`src/rtl/ex_alu_branch_fwd.sv`:
```
// ---------------------------------------------------------------------------
// ex_alu_branch_fwd
//
// Execute stage of a five-stage RV32-style pipeline. It takes operands from
// the ID/EX stage and forwards results from the EX/MEM and MEM/WB stages onto
// them. It computes the ALU result and resolves branches and jumps. It then
// registers the values that the memory stage needs.
//
// Ports
//   clk, reset            : clock (rising edge), synchronous active-high reset
//   in_valid              : ID/EX instruction valid
//   pc, immediate         : instruction PC and sign-extended immediate
//   rs1_addr/rs2_addr     : source register indices
//   rs1_data/rs2_data     : register-file read data
//   rd_addr, reg_write    : destination index and write enable
//   funct3                : branch condition select
//   alu_op, alu_src       : ALU operation; alu_src=1 selects immediate as B
//   is_auipc/is_branch/is_jump/is_jalr : instruction class
//   ctrl_in               : opaque control bundle, carried to EX/MEM
//   mem_*                 : EX/MEM forwarding source
//   wb_*                  : MEM/WB forwarding source
//   branch_taken/target   : combinational redirect to fetch / hazard unit
//   alu_zero              : combinational, ALU result == 0
//   ex_mem_*              : registered EX/MEM pipeline outputs
//
// Handshake: none. The stage advances every cycle. in_valid qualifies the
// instruction, and ex_mem_valid is in_valid delayed by one cycle. Any
// stall or flush is applied upstream by driving in_valid low.
// ---------------------------------------------------------------------------
module ex_alu_branch_fwd #(
  parameter int XLEN   = 32,
  parameter int CTRL_W = 8
) (
  input  logic              clk,
  input  logic              reset,
  input  logic              in_valid,
  input  logic [XLEN-1:0]   pc,
  input  logic [4:0]        rs1_addr,
  input  logic [4:0]        rs2_addr,
  input  logic [XLEN-1:0]   rs1_data,
  input  logic [XLEN-1:0]   rs2_data,
  input  logic [XLEN-1:0]   immediate,
  input  logic [4:0]        rd_addr,
  input  logic [2:0]        funct3,
  input  logic [3:0]        alu_op,
  input  logic              alu_src,
  input  logic              is_auipc,
  input  logic              is_branch,
  input  logic              is_jump,
  input  logic              is_jalr,
  input  logic              reg_write,
  input  logic [CTRL_W-1:0] ctrl_in,
  input  logic [XLEN-1:0]   mem_alu_result,
  input  logic [4:0]        mem_rd_addr,
  input  logic              mem_reg_write,
  input  logic [XLEN-1:0]   wb_write_data,
  input  logic [4:0]        wb_rd_addr,
  input  logic              wb_reg_write,
  output logic              branch_taken,
  output logic [XLEN-1:0]   branch_target,
  output logic              alu_zero,
  output logic              ex_mem_valid,
  output logic              ex_mem_reg_write,
  output logic [XLEN-1:0]   ex_mem_alu_result,
  output logic [XLEN-1:0]   ex_mem_rs2_data,
  output logic [4:0]        ex_mem_rd_addr,
  output logic [CTRL_W-1:0] ex_mem_ctrl
);

  // ALU operation encoding
  localparam logic [3:0] ALU_ADD  = 4'd0;
  localparam logic [3:0] ALU_SUB  = 4'd1;
  localparam logic [3:0] ALU_AND  = 4'd2;
  localparam logic [3:0] ALU_OR   = 4'd3;
  localparam logic [3:0] ALU_XOR  = 4'd4;
  localparam logic [3:0] ALU_SLL  = 4'd5;
  localparam logic [3:0] ALU_SRL  = 4'd6;
  localparam logic [3:0] ALU_SRA  = 4'd7;
  localparam logic [3:0] ALU_SLT  = 4'd8;
  localparam logic [3:0] ALU_SLTU = 4'd9;
  localparam logic [3:0] ALU_PASS = 4'd10;

  // Branch condition encoding (funct3)
  localparam logic [2:0] BR_EQ  = 3'b000;
  localparam logic [2:0] BR_NE  = 3'b001;
  localparam logic [2:0] BR_LT  = 3'b100;
  localparam logic [2:0] BR_GE  = 3'b101;
  localparam logic [2:0] BR_LTU = 3'b110;
  localparam logic [2:0] BR_GEU = 3'b111;

  logic [XLEN-1:0] w_fwd_rs1;
  logic [XLEN-1:0] w_fwd_rs2;
  logic [XLEN-1:0] w_alu_a;
  logic [XLEN-1:0] w_alu_b;
  logic [4:0]      w_shamt;
  logic [XLEN-1:0] w_alu_result;
  logic            w_lt_signed;
  logic            w_lt_unsigned;
  logic            w_br_eq;
  logic            w_br_lt_s;
  logic            w_br_lt_u;
  logic            w_cond_true;
  logic            w_taken_raw;
  logic [XLEN-1:0] w_pc_target;
  logic [XLEN-1:0] w_jalr_sum;
  logic [XLEN-1:0] w_jalr_target;

  logic              r_valid;
  logic              r_reg_write;
  logic [XLEN-1:0]   r_alu_result;
  logic [XLEN-1:0]   r_rs2_data;
  logic [4:0]        r_rd_addr;
  logic [CTRL_W-1:0] r_ctrl;

  // -------------------------------------------------------------------------
  // Operand forwarding. The EX/MEM stage holds the younger result, so it is
  // checked first. A destination of x0 never forwards, because x0 is
  // hard-wired to zero even when an instruction claims to write it.
  // -------------------------------------------------------------------------
  always_comb begin
    w_fwd_rs1 = rs1_data;
    if (mem_reg_write && (mem_rd_addr != 5'd0) && (mem_rd_addr == rs1_addr)) begin
      w_fwd_rs1 = mem_alu_result;
    end else if (wb_reg_write && (wb_rd_addr != 5'd0) && (wb_rd_addr == rs1_addr)) begin
      w_fwd_rs1 = wb_write_data;
    end
  end

  always_comb begin
    w_fwd_rs2 = rs2_data;
    if (mem_reg_write && (mem_rd_addr != 5'd0) && (mem_rd_addr == rs2_addr)) begin
      w_fwd_rs2 = mem_alu_result;
    end else if (wb_reg_write && (wb_rd_addr != 5'd0) && (wb_rd_addr == rs2_addr)) begin
      w_fwd_rs2 = wb_write_data;
    end
  end

  // -------------------------------------------------------------------------
  // ALU
  // -------------------------------------------------------------------------
  assign w_alu_a = is_auipc ? pc : w_fwd_rs1;
  assign w_alu_b = alu_src ? immediate : w_fwd_rs2;
  assign w_shamt = w_alu_b[4:0];

  assign w_lt_signed   = $signed(w_alu_a) < $signed(w_alu_b);
  assign w_lt_unsigned = w_alu_a < w_alu_b;

  always_comb begin
    w_alu_result = '0;
    case (alu_op)
      ALU_ADD:  w_alu_result = w_alu_a + w_alu_b;
      ALU_SUB:  w_alu_result = w_alu_a - w_alu_b;
      ALU_AND:  w_alu_result = w_alu_a & w_alu_b;
      ALU_OR:   w_alu_result = w_alu_a | w_alu_b;
      ALU_XOR:  w_alu_result = w_alu_a ^ w_alu_b;
      ALU_SLL:  w_alu_result = w_alu_a << w_shamt;
      ALU_SRL:  w_alu_result = w_alu_a >> w_shamt;
      ALU_SRA:  w_alu_result = $signed(w_alu_a) >>> w_shamt;
      ALU_SLT:  w_alu_result = {{(XLEN-1){1'b0}}, w_lt_signed};
      ALU_SLTU: w_alu_result = {{(XLEN-1){1'b0}}, w_lt_unsigned};
      ALU_PASS: w_alu_result = w_alu_b;
      default:  w_alu_result = '0;
    endcase
  end

  assign alu_zero = (w_alu_result == '0);

  // -------------------------------------------------------------------------
  // Branch resolution. The comparator always uses the forwarded registers.
  // It never uses the ALU operands, because the ALU B input may hold the
  // immediate.
  // -------------------------------------------------------------------------
  assign w_br_eq   = (w_fwd_rs1 == w_fwd_rs2);
  assign w_br_lt_s = $signed(w_fwd_rs1) < $signed(w_fwd_rs2);
  assign w_br_lt_u = w_fwd_rs1 < w_fwd_rs2;

  always_comb begin
    w_cond_true = 1'b0;
    case (funct3)
      BR_EQ:   w_cond_true = w_br_eq;
      BR_NE:   w_cond_true = !w_br_eq;
      BR_LT:   w_cond_true = w_br_lt_s;
      BR_GE:   w_cond_true = !w_br_lt_s;
      BR_LTU:  w_cond_true = w_br_lt_u;
      BR_GEU:  w_cond_true = !w_br_lt_u;
      default: w_cond_true = 1'b0;
    endcase
  end

  assign w_pc_target   = pc + immediate;
  assign w_jalr_sum    = w_fwd_rs1 + immediate;
  assign w_jalr_target = {w_jalr_sum[XLEN-1:1], 1'b0};

  // A jump is unconditional and takes precedence over the branch flag.
  assign w_taken_raw   = is_jump ? 1'b1 : (is_branch & w_cond_true);
  assign branch_taken  = in_valid & w_taken_raw;
  assign branch_target = (is_jump && is_jalr) ? w_jalr_target : w_pc_target;

  // -------------------------------------------------------------------------
  // EX/MEM pipeline register. The store data is always the forwarded rs2,
  // whatever alu_src selects.
  // -------------------------------------------------------------------------
  always_ff @(posedge clk) begin
    if (reset) begin
      r_valid      <= 1'b0;
      r_reg_write  <= 1'b0;
      r_alu_result <= '0;
      r_rs2_data   <= '0;
      r_rd_addr    <= '0;
      r_ctrl       <= '0;
    end else begin
      r_valid      <= in_valid;
      r_reg_write  <= reg_write & in_valid;
      r_alu_result <= w_alu_result;
      r_rs2_data   <= w_fwd_rs2;
      r_rd_addr    <= rd_addr;
      r_ctrl       <= ctrl_in;
    end
  end

  assign ex_mem_valid      = r_valid;
  assign ex_mem_reg_write  = r_reg_write;
  assign ex_mem_alu_result = r_alu_result;
  assign ex_mem_rs2_data   = r_rs2_data;
  assign ex_mem_rd_addr    = r_rd_addr;
  assign ex_mem_ctrl       = r_ctrl;

endmodule

```
`config.mk`:
```
export PLATFORM = sky130hd
export DESIGN_NAME = ex_alu_branch_fwd
export DESIGN_NICKNAME = d
export VERILOG_FILES = /design/src/rtl/ex_alu_branch_fwd.sv
export SDC_FILE = /design/constraint.sdc
export NUM_CORES = 1
export LEC_CHECK = 0
export ABC_CLOCK_PERIOD_IN_PS = 13550
export CAP_MARGIN = 20
export CORE_ASPECT_RATIO = 1.75
export CORE_MARGIN = 5
export CORE_UTILIZATION = 55
export DETAILED_ROUTE_END_ITERATION = 10
export GPL_TIMING_DRIVEN = 0
export PLACE_DENSITY = 0.84
export SYNTH_ARGS = -nofsm -noshare
export SYNTH_HDL_FRONTEND = slang
export SYNTH_SLANG_ARGS = --single-unit
```
`constraint.sdc`:
```
create_clock -name clk -period 13.55 [get_ports clk]
set_input_delay 1.355 -clock clk [delete_from_list [all_inputs] [get_ports clk]]
set_output_delay 1.355 -clock clk [all_outputs]
set_load 0.005 [all_outputs]
```
==> results by group, run 1 <==
Status
  – Status: stopped before the end
  – Stopped at: global routing
  – Tool error: [ERROR GRT-0116] Global routing finished with congestion. Check the congestion regions in the DRC Viewer.

Yosys
  – Post-Synthesis Cell Area: ~19,000 µm²
  – Synth Area in Adders: 0.1330
  – Synth top area cells: ha_1 (13%), dfxtp_1 (8.4%), a21oi_1 (5.7%)
  – Mean post-synth cell area: between 7 and 8 µm²
  – Top cell type's share of synthesized area: 0.1288
  – Syn nets: around 3,000
  – Synth warnings: 0
  – Count of cell types in the netlist: between 100 and 150
  – Post-synth ARST share: 0
  – Ys flop type: dfxtp_1
  – Mux share of post-synthesis cell area: 0.07899
  – Number of synthesized flops with an enable pin: 0
  – Largest family of logic cells by synthesized area: compound AO/OA/AOI/OAI gates
  – Post-synthesis instance total: 2,632
  – Cell taking the most area after synthesis: ha_1
  – XOR/XNOR Fraction of Synth Area: 0.03671
  – Post-synthesis compound-gate area fraction: 0.3787
  – Synth Register Bits: between 70 and 80
  – Simple-gate share of the synthesized area: 0.2134
  – Post-synthesis sequential area ratio: 0.08390

Clock network
  – Total CTS buffers: 9
  – Post_cts resized: 0
  – CTS max path bufs: 2
  – Hold_buf cts: 0
  – CTS sink count: about 80
  – Clk root buf: clkbuf_16
  – Setup repair bufs after CTS: 0
  – Htree depth: 3

Place
  – IO buf count: 352
  – Hpwl dp: approximately 85,000 µm
  – Worst slack at placement: around 1.4 ns
  – Placed cell area: 22,950 µm²
  – Routability Congestion: between 1.5 and 2

Floorplan
  – # IOs: between 300 and 400
  – Chip Width: about 150 µm
  – Number of core rows: around 90
  – Initial Util: 0.5568
  – DIE HEIGHT: between 200 and 300 µm

GRT
  – GRT overflow: between 100 and 150
  – Vias in the first global route: roughly 28,000
  – GRT Total Usage: 0.6128
  – Maximum number of pins on one net before global-route repair: 17
  – First-pass GRT wire length: roughly 180,000 µm
## routing by layer
metal,GRT usage,overflow
met1,0.5869,4
met2,0.8251,79
met3,0.4094,3
met4,0.6456,50
met5,0.1179,3
## logic make-up after synthesis
group,after synthesis
fa+ha+maj,198
simple gates,793
compound gates,1015
xor+xnor,79
mux,123
flops,79
buf+inv,345
## synthesized netlist by cell type (34+ instances only)
master    instances
a21o_1           64
nand2_1         176
xnor2_1          55
nor2_1          192
a31oi_1          54
mux2i_1          92
nor2b_1          54
a311oi_1         37
dfxtp_1          79
a21oi_1         216
nor3_1          103
o221ai_1         34
ha_1            194
inv_1           160
or3_1            45
clkbuf_1        114
nand3_1          44
o21ai_0         190
a211oi_1         64
## per-stage QoR
stage	std cells	hold WS (ns)
after CTS	3457	1.508
after detailed placement	3441	1.916
after floorplan	2632	1.434
after global placement	3439	1.915
==> run 2, diff against run 1 <==
- CORE_ASPECT_RATIO: 1.75 -> unset
- CORE_UTILIZATION: 55 -> 40
- PLACE_DENSITY: 0.84 -> unset
- PLACE_DENSITY_LB_ADDON: unset -> 0.15
==> results by group, run 2 <==
Cells and area
  – Leading cell type in the layout, fill and taps excluded: clkdlybuf4s50_1
  – Area growth from synthesis to layout: 24.84%
  – Non-Filler Instances: between 3,000 and 4,000
  – # nets final: roughly 3,400
  – Share of cells above drive strength 1: 0.06505
  – Most frequent cells in the layout: clkdlybuf4s50_1 (352), a21oi_1 (216), ha_1 (194)
  – Layout fillers: ~4,700

Yosys
  – Mean post-synth cell area: 7.162 µm² (unchanged)
  – Synth Register Bits: 79 (unchanged)
  – Top cell type's share of synthesized area: 0.1288 (unchanged)
  – Post-synthesis sequential area ratio: 0.08390 (unchanged)
  – Synth warnings: 0 (unchanged)
  – Count of cell types in the netlist: 110 (unchanged)
  – Post-synth ARST share: 0 (unchanged)
  – Synth top area cells: ha_1 (13%), dfxtp_1 (8.4%), a21oi_1 (5.7%)
  – Ys flop type: dfxtp_1
  – Post-Synthesis Cell Area: 18,850 µm² (unchanged)
  – Cell taking the most area after synthesis: ha_1
  – Syn nets: 3,073 (unchanged)
  – Number of synthesized flops with an enable pin: 0 (unchanged)
  – Post-synth top cells: a21oi_1 (216), ha_1 (194), nor2_1 (192)
  – Top-count cell post-synth: a21oi_1
  – Post-synthesis instance total: 2,632 (unchanged)

Clock network
  – Clock transition at the registers of the reported paths: 0.07 ns
  – CTS tree: yes
  – Hold_buf cts: 0 (unchanged)
  – Post_cts resized: 0 (unchanged)
  – Setup repair bufs after CTS: 0 (unchanged)
  – Total CTS buffers: 9 (unchanged)
  – CTS sink count: 79 (unchanged)
  – Clk root buf: clkbuf_16
  – CTS max path bufs: 2 (unchanged)
  – Htree depth: 3 (unchanged)

STA
  – Max-slew violations: 9
  – Actual slew at the worst max-slew pin: 1.580 ns
  – Fmax: 82.19 MHz
  – Period minus WS final: approximately 12 ns
  – Final hold vios: 0
  – RSZ-0062 raised after global routing: false
  – Max_slew headroom: -0.05307
  – Final Cycle Share: 0.8979
  – Setup TNS: 0 ns
  – Final setup vio count: 0

Place
  – Cells after DPL: 3,599 (+4.6%)
  – Routability Congestion: 1.121 (-30%)
  – Hpwl dp: 102,700 µm (+21%)
  – IO buf count: 352 (unchanged)

Floorplan
  – Chip Width: 227.1 µm (+51%)
  – # IOs: 356 (unchanged)
  – Die area: approximately 52,000 µm²
  – DIE HEIGHT: 227.1 µm (-11%)
  – Total core area: 46,560 µm²
  – Number of core rows: 79 (-11%)
  – Initial Util: 0.4049 (-0.1519)

Hold path
  – Hold Path Class: input port to flip-flop
  – Worst Min Path Start: ctrl_in[0]

Drt
  – DR DRC count: 0
  – Routed length on met3: 15,040 µm
  – Met2 routed WL: 52,240 µm
  – Routed wire length: roughly 120,000 µm
  – Detailed Route Iter0 Violations: approximately 3,500
  – Post-DRT Antenna Nets: 0
  – Highest metal used: met5
  – Vias per cell: roughly 7.0
  – Post-Route M1 WL: approximately 44,000 µm
  – Drt wl/cell: 34.36 µm
  – Drt pass-1 iters: 7
  – Vias: 25,540

Power
  – Lkg Pwr: approximately 9.4 nW
  – PwrDens: approximately 79 nW/µm²
  – VDD IR max: approximately 0.000054 V

Critical path
  – CP Launch Point: wb_rd_addr[2]
  – Crit. End Element: output port
  – Setup CP Type: input port to output port
  – WP data required: 12.19 ns
  – Slowest-stage cell, CP: clkbuf_1
  – CP max stage delay: approximately 0.73 ns
  – Crit path max fanout: 10
  – WP data arrival: ~11 ns
  – Crit start category: input port

GRT
  – Initial antenna violation count: 7
  – Vias in the first global route: 24,620
  – GRT Total Usage: 0.4612
  – GRT overflow: 0
  – First-pass GRT wire length: around 170,000 µm
  – Maximum number of pins on one net before global-route repair: 17

Run
  – Total of max-cap violations: 0

Status
  – Status: finished with violations
  – Failing checks: slew limit
==> run 2: final cells by class <==
| cell class | instances | area [µm²] | share of cell area |
|---|---|---|---|
| Antenna cell | 3 | 7.507 | 0.0003190 |
| Inverter | 169 | 635.6 | 0.02701 |
| Buffer | 176 | 783.3 | 0.03329 |
| Multi-Input combinational cell | 2208 | 15850 | 0.6737 |
| Clock buffer | 9 | 225.2 | 0.009571 |
| Sequential cell | 79 | 1582 | 0.06721 |
| Clock inverter | 7 | 66.31 | 0.002818 |
| Timing Repair Buffer | 365 | 3618 | 0.1538 |
| Tap cell | 607 | 759.5 | 0.03228 |
==> run 2: per-layer routing <==
| metal | GRT usage | vias up |
|---|---|---|
| met5 | 0 | - |
| met4 | 0.3775 | 4 |
| met3 | 0.1553 | 617 |
| met2 | 0.6991 | 2138 |
| met1 | 0.5265 | 12020 |
| li1 | - | 10770 |
==> run 2: worst paths after layout <==
check,endpoint,depth (start not counted),slack (ns)
min,ex_mem_ctrl[0],2,1.50
max,alu_zero,27,1.38
==> run 2: through the flow <==
stage	setup WS [ns]	utilization	total power [W]	hold slack (ns)	instance area (µm²)
after floorplan	5.241	-	0.0009757	1.434	18850
after global placement	1.341	0.4969	0.001517	1.915	23130
after detailed placement	1.730	0.4982	0.001528	1.916	23190
after CTS	1.688	0.5045	0.001796	1.495	23490
after global routing	1.144	0.5053	0.001918	1.511	23520
final	1.384	0.5054	0.001862	1.502	23530
==> run 2: worst max-delay path: cells and delay by family <==
family	cells	cell delay, ns
compound gates	5	1.33
xor+xnor	2	0.39
fa+ha+maj	1	0.32
buf+inv	8	2.84
mux	2	1.03
simple gates	9	3.51
==> run 2: report_power, final <==
| group | leakage (nW) | switching [W] | total (W) | internal (W) |
|---|---|---|---|---|
| clock network | 0.135 | 0.000133 | 0.000261 | 0.000128 |
| logic | 8.57 | 0.000854 | 0.00134 | 0.000487 |
| registers | 0.656 | 0.00000587 | 0.000259 | 0.000253 |
| total | 9.36 | 0.000994 | 0.00186 | 0.000868 |
==> run 2: logic make-up after synthesis <==
group,Yosys count,share of synthesized area
adder cells (fa/ha/maj),198,0.1330
multiplexers,123,0.07899
flip-flops,79,0.08390
buffers and inverters,345,0.07527
AND/OR/NAND/NOR,793,0.2134
XOR/XNOR,79,0.03671
AO/OA/AOI/OAI,1015,0.3787
Note: power is estimated with default switching activity, not from simulation.
